===== src/rtl/alu_seq_pkg.sv =====
// Shared encodings for the sCPU control sequencer: opcodes, FSM states and instruction fields.
package alu_seq_pkg;

  localparam int unsigned INSTR_W = 8;
  localparam int unsigned OP_W    = 2;
  localparam int unsigned REG_AW  = 2;
  localparam int unsigned IMM_W   = 4;

  localparam int unsigned OP_LSB  = 6;
  localparam int unsigned RD_LSB  = 4;
  localparam int unsigned RS_LSB  = 2;
  localparam int unsigned IMM_LSB = 0;

  typedef enum logic [OP_W-1:0] {
    OP_ADD  = 2'b00,
    OP_LI   = 2'b01,
    OP_BEQ  = 2'b10,
    OP_HALT = 2'b11
  } op_e;

  typedef enum logic [2:0] {
    ST_IDLE   = 3'd0,
    ST_FETCH  = 3'd1,
    ST_DECODE = 3'd2,
    ST_EXEC   = 3'd3,
    ST_HALTED = 3'd4
  } state_e;

  // rb is the ALU B read address: rs for ADD, the rd field for BEQ
  typedef struct packed {
    op_e               op;
    logic [REG_AW-1:0] rd;
    logic [REG_AW-1:0] rb;
    logic [IMM_W-1:0]  imm;
    logic              we;
  } dec_t;

endpackage


===== src/rtl/alu_seq_decode.sv =====
// Combinational instruction decode: opcode, register fields, immediate and write intent.
module alu_seq_decode
  import alu_seq_pkg::*;
(
  input  logic [INSTR_W-1:0] ir,
  output dec_t               dec_c
);

  op_e op_c;

  assign op_c = op_e'(ir[OP_LSB +: OP_W]);

  always_comb begin
    dec_c     = '0;
    dec_c.op  = op_c;
    dec_c.rd  = ir[RD_LSB +: REG_AW];
    dec_c.rb  = (op_c == OP_BEQ) ? ir[RD_LSB +: REG_AW] : ir[RS_LSB +: REG_AW];
    dec_c.imm = ir[IMM_LSB +: IMM_W];
    dec_c.we  = (op_c == OP_ADD) || (op_c == OP_LI);
  end

endmodule


===== src/rtl/alu_sequencer.sv =====
// Multi-cycle fetch/decode/execute controller for the sCPU datapath; owns pc and ir.
// Optional ALU_SEQ_RETIRE_CNT_EN adds a retired-instruction counter output.
module alu_sequencer
  import alu_seq_pkg::*;
#(
  parameter int unsigned     PC_W     = 8,
  parameter logic [PC_W-1:0] RESET_PC = '0
) (
  input  logic               clk,
  input  logic               rst_n,
  input  logic               start,
  output logic               imem_req,
  output logic [PC_W-1:0]    imem_addr,
  input  logic               imem_ack,
  input  logic [INSTR_W-1:0] imem_data,
  output logic [REG_AW-1:0]  rf_raddr_a,
  output logic [REG_AW-1:0]  rf_raddr_b,
  output logic               rf_we,
  output logic [REG_AW-1:0]  rf_waddr,
  output logic               alu_add,
  output logic [IMM_W-1:0]   alu_imm,
  input  logic               alu_equal,
  output logic               busy,
  output logic               halted
`ifdef ALU_SEQ_RETIRE_CNT_EN
  ,
  output logic [15:0]        retired_cnt
`endif
);

  state_e             state;
  logic [PC_W-1:0]    pc;
  logic [INSTR_W-1:0] ir;
  logic [INSTR_W-1:0] ir_d_c;
  logic               capture_c;
  logic               start_ok_c;
  dec_t               dec_c;
  logic [PC_W-1:0]    pc_inc_c;
  logic [PC_W-1:0]    pc_br_c;

  // Decode the word ir is about to hold so the read addresses can be registered on the ack edge
  assign capture_c = (state == ST_FETCH) && imem_ack;
  assign ir_d_c    = capture_c ? imem_data : ir;
  assign start_ok_c = start && ((state == ST_IDLE) || (state == ST_HALTED));

  alu_seq_decode u_decode (
    .ir    (ir_d_c),
    .dec_c (dec_c)
  );

  assign pc_inc_c  = pc + PC_W'(1);
  assign pc_br_c   = pc + {{(PC_W-IMM_W){dec_c.imm[IMM_W-1]}}, dec_c.imm};
  assign imem_addr = pc;

  always_ff @(posedge clk or negedge rst_n) begin
    if (!rst_n) begin
      state      <= ST_IDLE;
      pc         <= RESET_PC;
      ir         <= '0;
      imem_req   <= 1'b0;
      rf_raddr_a <= '0;
      rf_raddr_b <= '0;
      rf_we      <= 1'b0;
      rf_waddr   <= '0;
      alu_add    <= 1'b0;
      alu_imm    <= '0;
      busy       <= 1'b0;
      halted     <= 1'b0;
    end else begin
      rf_we   <= 1'b0;
      alu_add <= 1'b0;
      case (state)
        ST_IDLE, ST_HALTED: begin
          if (start) begin
            pc       <= RESET_PC;
            state    <= ST_FETCH;
            imem_req <= 1'b1;
            busy     <= 1'b1;
            halted   <= 1'b0;
          end
        end
        ST_FETCH: begin
          if (imem_ack) begin
            ir         <= imem_data;
            state      <= ST_DECODE;
            imem_req   <= 1'b0;
            rf_raddr_a <= dec_c.rd;
            rf_raddr_b <= dec_c.rb;
            alu_imm    <= dec_c.imm;
          end
        end
        ST_DECODE: begin
          state    <= ST_EXEC;
          rf_we    <= dec_c.we;
          rf_waddr <= dec_c.rd;
          alu_add  <= (dec_c.op == OP_ADD);
        end
        ST_EXEC: begin
          if (dec_c.op == OP_HALT) begin
            state  <= ST_HALTED;
            busy   <= 1'b0;
            halted <= 1'b1;
          end else begin
            state    <= ST_FETCH;
            imem_req <= 1'b1;
            pc       <= ((dec_c.op == OP_BEQ) && alu_equal) ? pc_br_c : pc_inc_c;
          end
        end
        default: state <= ST_IDLE;
      endcase
    end
  end

`ifdef ALU_SEQ_RETIRE_CNT_EN
  localparam int unsigned RETIRE_W = 16;

  // Counts completed non-HALT instructions since the last accepted start
  always_ff @(posedge clk or negedge rst_n) begin
    if (!rst_n) begin
      retired_cnt <= '0;
    end else if (start_ok_c) begin
      retired_cnt <= '0;
    end else if ((state == ST_EXEC) && (dec_c.op != OP_HALT)) begin
      retired_cnt <= retired_cnt + RETIRE_W'(1);
    end
  end
`else
  logic unused_start_ok;
  assign unused_start_ok = start_ok_c;
`endif

endmodule


===== config.mk =====
export PLATFORM = sky130hd
export DESIGN_NAME = alu_sequencer
export DESIGN_NICKNAME = d
export VERILOG_FILES = /design/src/rtl/alu_seq_pkg.sv /design/src/rtl/alu_seq_decode.sv /design/src/rtl/alu_sequencer.sv
export SDC_FILE = /design/constraint.sdc
export NUM_CORES = 1
export LEC_CHECK = 0
export BUFFER_PORTS_ARGS = -buffer_cell sky130_fd_sc_hd__buf_4
export CELL_PAD_IN_SITES_DETAIL_PLACEMENT = 1
export CELL_PAD_IN_SITES_GLOBAL_PLACEMENT = 2
export CORE_MARGIN = 5
export CORE_UTILIZATION = 35
export CTS_CLUSTER_DIAMETER = 30
export DETAILED_ROUTE_END_ITERATION = 16
export PLACE_DENSITY_LB_ADDON = 0.1
export SLEW_MARGIN = 40
export SYNTH_ARGS = -nofsm -noshare
export SYNTH_HDL_FRONTEND = slang
export SYNTH_SLANG_ARGS = --single-unit

===== constraint.sdc =====
create_clock -name clk -period 8.8 [get_ports clk]
set_input_delay 1.76 -clock clk [delete_from_list [all_inputs] [get_ports clk]]
set_output_delay 1.76 -clock clk [all_outputs]
set_load 0.01 [all_outputs]

* Yosys cells after proc, flatten, opt, wreduce, memory -nomap -nowiden *
Cells that the tools add are included.

operators by class
  $add $sub $neg = 2
  multiply operators = 0
  div/mod/pow operators = 0
  magnitude comparators = 0
  equality and inequality tests = 11
  shift operators = 0
  multiplexer cells = 21
  bitwise operators = 0
  reductions and logical operators = 13

operator list
  cell                 count
  $mux 8               4
  $pmux 8 s2           1
  $pmux 3 s4           1
  $mux 3               3
  $add 8x1->8 const B  1
  $add 8x8->8          1
  $mux 1               8
  $ne 2x2->1 const B   4
  $eq 3x2->1 const B   2
  $reduce_and 3->1     2
  $eq 2x2->1 const B   2
  $pmux 1 s2           2
  $reduce_and 2->1     2
  $reduce_and 4->1     1
  $eq 3x1->1 const B   1
  $eq 3x3->1 const B   1
  $logic_not 3->1      1
  $pmux 1 s3           1
  $reduce_bool 3->1    1
  $eq 2x1->1 const B   1
  $logic_and 1x1->1    2
  $logic_not 2->1      1
  $mux 2               1
  $reduce_bool 2->1    1
  2 further kinds      2

word-level totals
  flip-flop bits (word level) = 34
  bits in latches = 0
  RAM bits = 0
  ROM bits = 0
  input bits = 13
  output and inout bits = 23
  logic and storage cells = 59
  memories = 0

* Depth between registers and ports, before layout *
  depth after elaboration = 8
  depth in mapped cells = 14
  gate-level depth less buffers = 12

* Cells and area by module *
From an unflattened synthesis, not the netlist that was laid out.

second synthesis, totals
  cells, all modules = 155
  area, all modules = 1801.7 sq um

modules (own cells, without submodules)
  module          instances  cells an instance  area each (sq um)  seq. area each (sq um)
  alu_sequencer   1          143                1694.1             850.8
  alu_seq_decode  1          12                 107.6              0.0

* Least setup slack after synthesis *
Ideal clock, no wire load.

  path kind = input port to flip-flop
  start point = input port imem_ack
  end point = register pc[5] (netlist: imem_addr[5])
  setup time = 127 ps
  data arrival time = 4056 ps
  required time = 8673 ps
  setup slack = 4617 ps
  stages on the path = 11
  buffers on the path = 2
  cells stage by stage = nor4bb_2 > buf_6 > clkbuf_1 > nand2_1 > a21oi_1 > ha_1 > a211oi_1 > o21bai_1 > maj3_2 > xnor2_1 > o21ai_1

on the way
  longest elaborated chain between the ends = 7
  elaborated cells between the ends (all ways) = 11
  those cells by class = 1 x add/sub; 3 x eq/ne; 4 x mux; 3 x reduce/logical

ends and longest elaborated chain
  item                                                                 RTL line              source
  start, declared                                                      alu_sequencer.sv:14   input logic imem_ack,
  $logic_and 1x1->1 (*)                                                alu_sequencer.sv:42   assign capture_c = (state == ST_FETCH) && imem_ack;
  $mux 8 (*)                                                           alu_sequencer.sv:43   assign ir_d_c = capture_c ? imem_data : ir;
  parallel branches: the longest is 5 deep, another holds $add 8x8->8  n/a
  end signal, assigned                                                 alu_sequencer.sv:106  pc <= ((dec_c.op == OP_BEQ) && alu_equal) ? pc_br_c : pc_inc_c;
  end, declared                                                        alu_sequencer.sv:32   logic [PC_W-1:0] pc;

Mark *: on every way between the ends. The select of a mux whose other input is x is not followed.
A chain may end at the register's enable or synchronous reset.

* Final worst setup path *
Ends and elaborated chain as after synthesis.

==> results_dict.tcl <==
set metrics [dict create \
    status "finished, final reports clean" \
    min_period_ps 4210 \
    path_clk_slew_ps 60 \
    drcViolationCount 0 \
    syn2layout_area_growth_pct 23.8 \
    reg2reg_from "state[1]" \
    synth-seq-cells 34 \
    use_met3_pct 4.06 \
    maxSlewViolCount 0 \
    regArea_um2 851 \
    cp-startpoint "imem_ack" \
    cts_tree "done" \
    synth-edff-count 0 \
    fin_skew_ps 13.3 \
    final-setup-viol-count 0 \
    netlist_instances 177 \
    tns_ps 0 \
    final_hold_viol_count 0 \
    wire_per_inst_um 15.9 \
    gp_congestion 0.811 \
    fin_nets 236 \
    num_io_pins 36 \
    syn_area_mm2 0.00171 \
    synth_ff_type "dfrtp_1" \
    power_leakage_uw 0.00103 \
    clock_path_buffers 2 \
    period_share_pct 47.9 \
    fp.dieH_um 79.8 \
    synth_top_area_share_pct 49.9 \
    critPathRequiredTime_ps 8950 \
    grt_overflow 0 \
    regToRegSetupSlack_ps 5510 \
    antennaDiodeCount 0 \
    drive_gt1_share_pct 23.7 \
    syn_area_per_cell_um2 9.64 \
    cts-resized-gates 0 \
    track_usage_pct 15.7 \
    synth_fp_nets 197 \
    place_ws_ps 4270 \
    rows 25 \
    cts_root_buf "clkbuf_8" \
    ant_nets 0 \
    timing.fmax_mhz 237 \
    arrival_ps 4360 \
    post_cts_buffers 0 \
    startpoint_type "input pin" \
    synth.area.top_cells "dfrtp_1 50%, nand2_1 11%, ha_1 4.4%" \
    wirelength_um 4480 \
    via_per_inst 5.07 \
    cts_made_buffers 5 \
    p_per_area_mw_per_mm2 322 \
    start_util_pct 36.1 \
    synth_top_cells_by_count "50 x nand2_1, 34 x dfrtp_1, 11 x nor2_1" \
    hold_buffers 0 \
    tightest_slew_ps 597 \
    dieArea_mm2 0.00637 \
    portBuffers 35 \
    insertion_delay_ps 290 \
    yosys.area.top_type "dfrtp_1" \
    design.core.area_mm2 0.00472 \
    antenna_found_initial 0 \
    drt_iter0_drc 39 \
    peakVddDrop_mv 0.108 \
    yosysMostFrequentCell "nand2_1" \
    clkSinkCount 34 \
    synth_seq_area_share_pct 49.9 \
    dp_hpwl_um 3490 \
    worstPathMaxFanout 16 \
    grt_pass1_vias 1573 \
    vias 1429 \
    cts_max_level 2 \
    r2r_end "imem_addr[5]" \
    dieWidth_um 79.8 \
    busiest_layer "met2" \
    hold_path_class "reg -> reg" \
    relSlewSlack_pct 60.2 \
    ys_async_sr_fraction_pct 100 \
    ys.warnings.count 0 \
    setup_ws_ps 4590 \
    grt_max_degree 35 \
    crit_path_end_kind "flop" \
    utilization_pct 44.7 \
    cap_violations 0 \
    grt_pass1_wl_um 7780 \
    use_met2_pct 28.2 \
    synth_cell_types 40 \
    endpoint "imem_addr[5]" \
    firstDrtPassIters 4 \
    multi_input_area_um2 811 \
    final.fill_count 554 \
    rsz0062_at_grt "no" \
    crit_type "in -> reg" \
    use_met1_pct 18.6 \
    ff2ff_path_depth 11 \
]
==> sequential cells by signal, summed over array words and instances (netlist names), 2 cells and up <==
name,flops
ir,8
imem_addr,8
rf_raddr_a,2
rf_waddr,2
state,3
alu_imm,4
rf_raddr_b,2
==> worst max-delay path, cell delays in order <==
cell,delay (ps)
buf_4,90
nor4bb_2,260
buf_4,250
nand2_1,60
o21ai_0,70
nand2_1,110
or2_2,310
ha_1,230
a211oi_1,430
o21bai_1,150
maj3_2,340
xnor2_1,190
o21ai_1,90
==> placed cells by master (no fill, tap or decap), types with 2 or more instances in the layout <==
| cell type | instances |
|---|---|
| xnor2_1 | 3 |
| nor2b_1 | 2 |
| mux2_2 | 2 |
| o21a_1 | 4 |
| nand2b_1 | 3 |
| o31ai_1 | 2 |
| o22ai_1 | 2 |
| o21ai_0 | 6 |
| nand3_1 | 3 |
| nand3b_1 | 2 |
| nor2_1 | 11 |
| a21oi_1 | 9 |
| ha_1 | 6 |
| mux2i_1 | 2 |
| dfrtp_1 | 34 |
| inv_1 | 4 |
| clkbuf_8 | 6 |
| nor3_1 | 3 |
| nand4b_1 | 2 |
| buf_4 | 36 |
| a211oi_1 | 2 |
| a31oi_1 | 3 |
| and3b_1 | 2 |
| nand2_1 | 50 |
==> kinds of logic after synthesis <==
logic type | after synthesis | synth area share, %
XOR/XNOR | 3 | 1.54
buffers and inverters | 8 | 2.64
adder cells (fa/ha/maj) | 8 | 6.23
AND/OR/NAND/NOR | 81 | 21.6
multiplexers | 5 | 3.30
AO/OA/AOI/OAI | 38 | 14.8
flip-flops | 34 | 49.9
==> power breakdown <==
| group | switching, µW | internal [µW] |
|---|---|---|
| Clock | 54.6 | 60.3 |
| Sequential | 47.6 | 221 |
| Combinational | 164 | 134 |
==> layout make-up <==
class,instances,share of cell area [%]
well taps,67,3.97
multi-input cells,135,38.4
inverters,4,0.710
clock buffers,6,3.91
repair buffers,36,12.8
flip-flops and latches,34,40.3
==> metrics by stage <==
step / hold WS, ps / cells / cell area [µm²] / power [µW]
2_1_floorplan: 434 / 177 / 1710 / 447
3_3_place_gp: 454 / 276 / 2030 / 561
3_5_place_dp: 464 / 276 / 2030 / 578
4_1_cts: 480 / 282 / 2110 / 693
5_1_grt: 502 / 282 / 2110 / 742
6_report: 475 / 282 / 2110 / 681
==> metal layers <==
layer	wire length [µm]	vias up
met4	44	0
li1	-	690
met1	1990	709
met2	2260	25
met5	0	-
met3	192	5
==> how the worst min path moves through the flow <==
stage	start	endpoint	slack (ps)	cells after the start
after global placement	ir[5]	ir[5]	450	2
after CTS	ir[2]	ir[2]	480	2
after detailed placement	ir[2]	ir[2]	460	2
final	ir[0]	ir[0]	480	2
after global routing	rf_raddr_a[1]	rf_raddr_a[1]	500	2
after floorplan	ir[0]	ir[0]	430	2
Note: power is estimated with default switching activity, not from simulation.
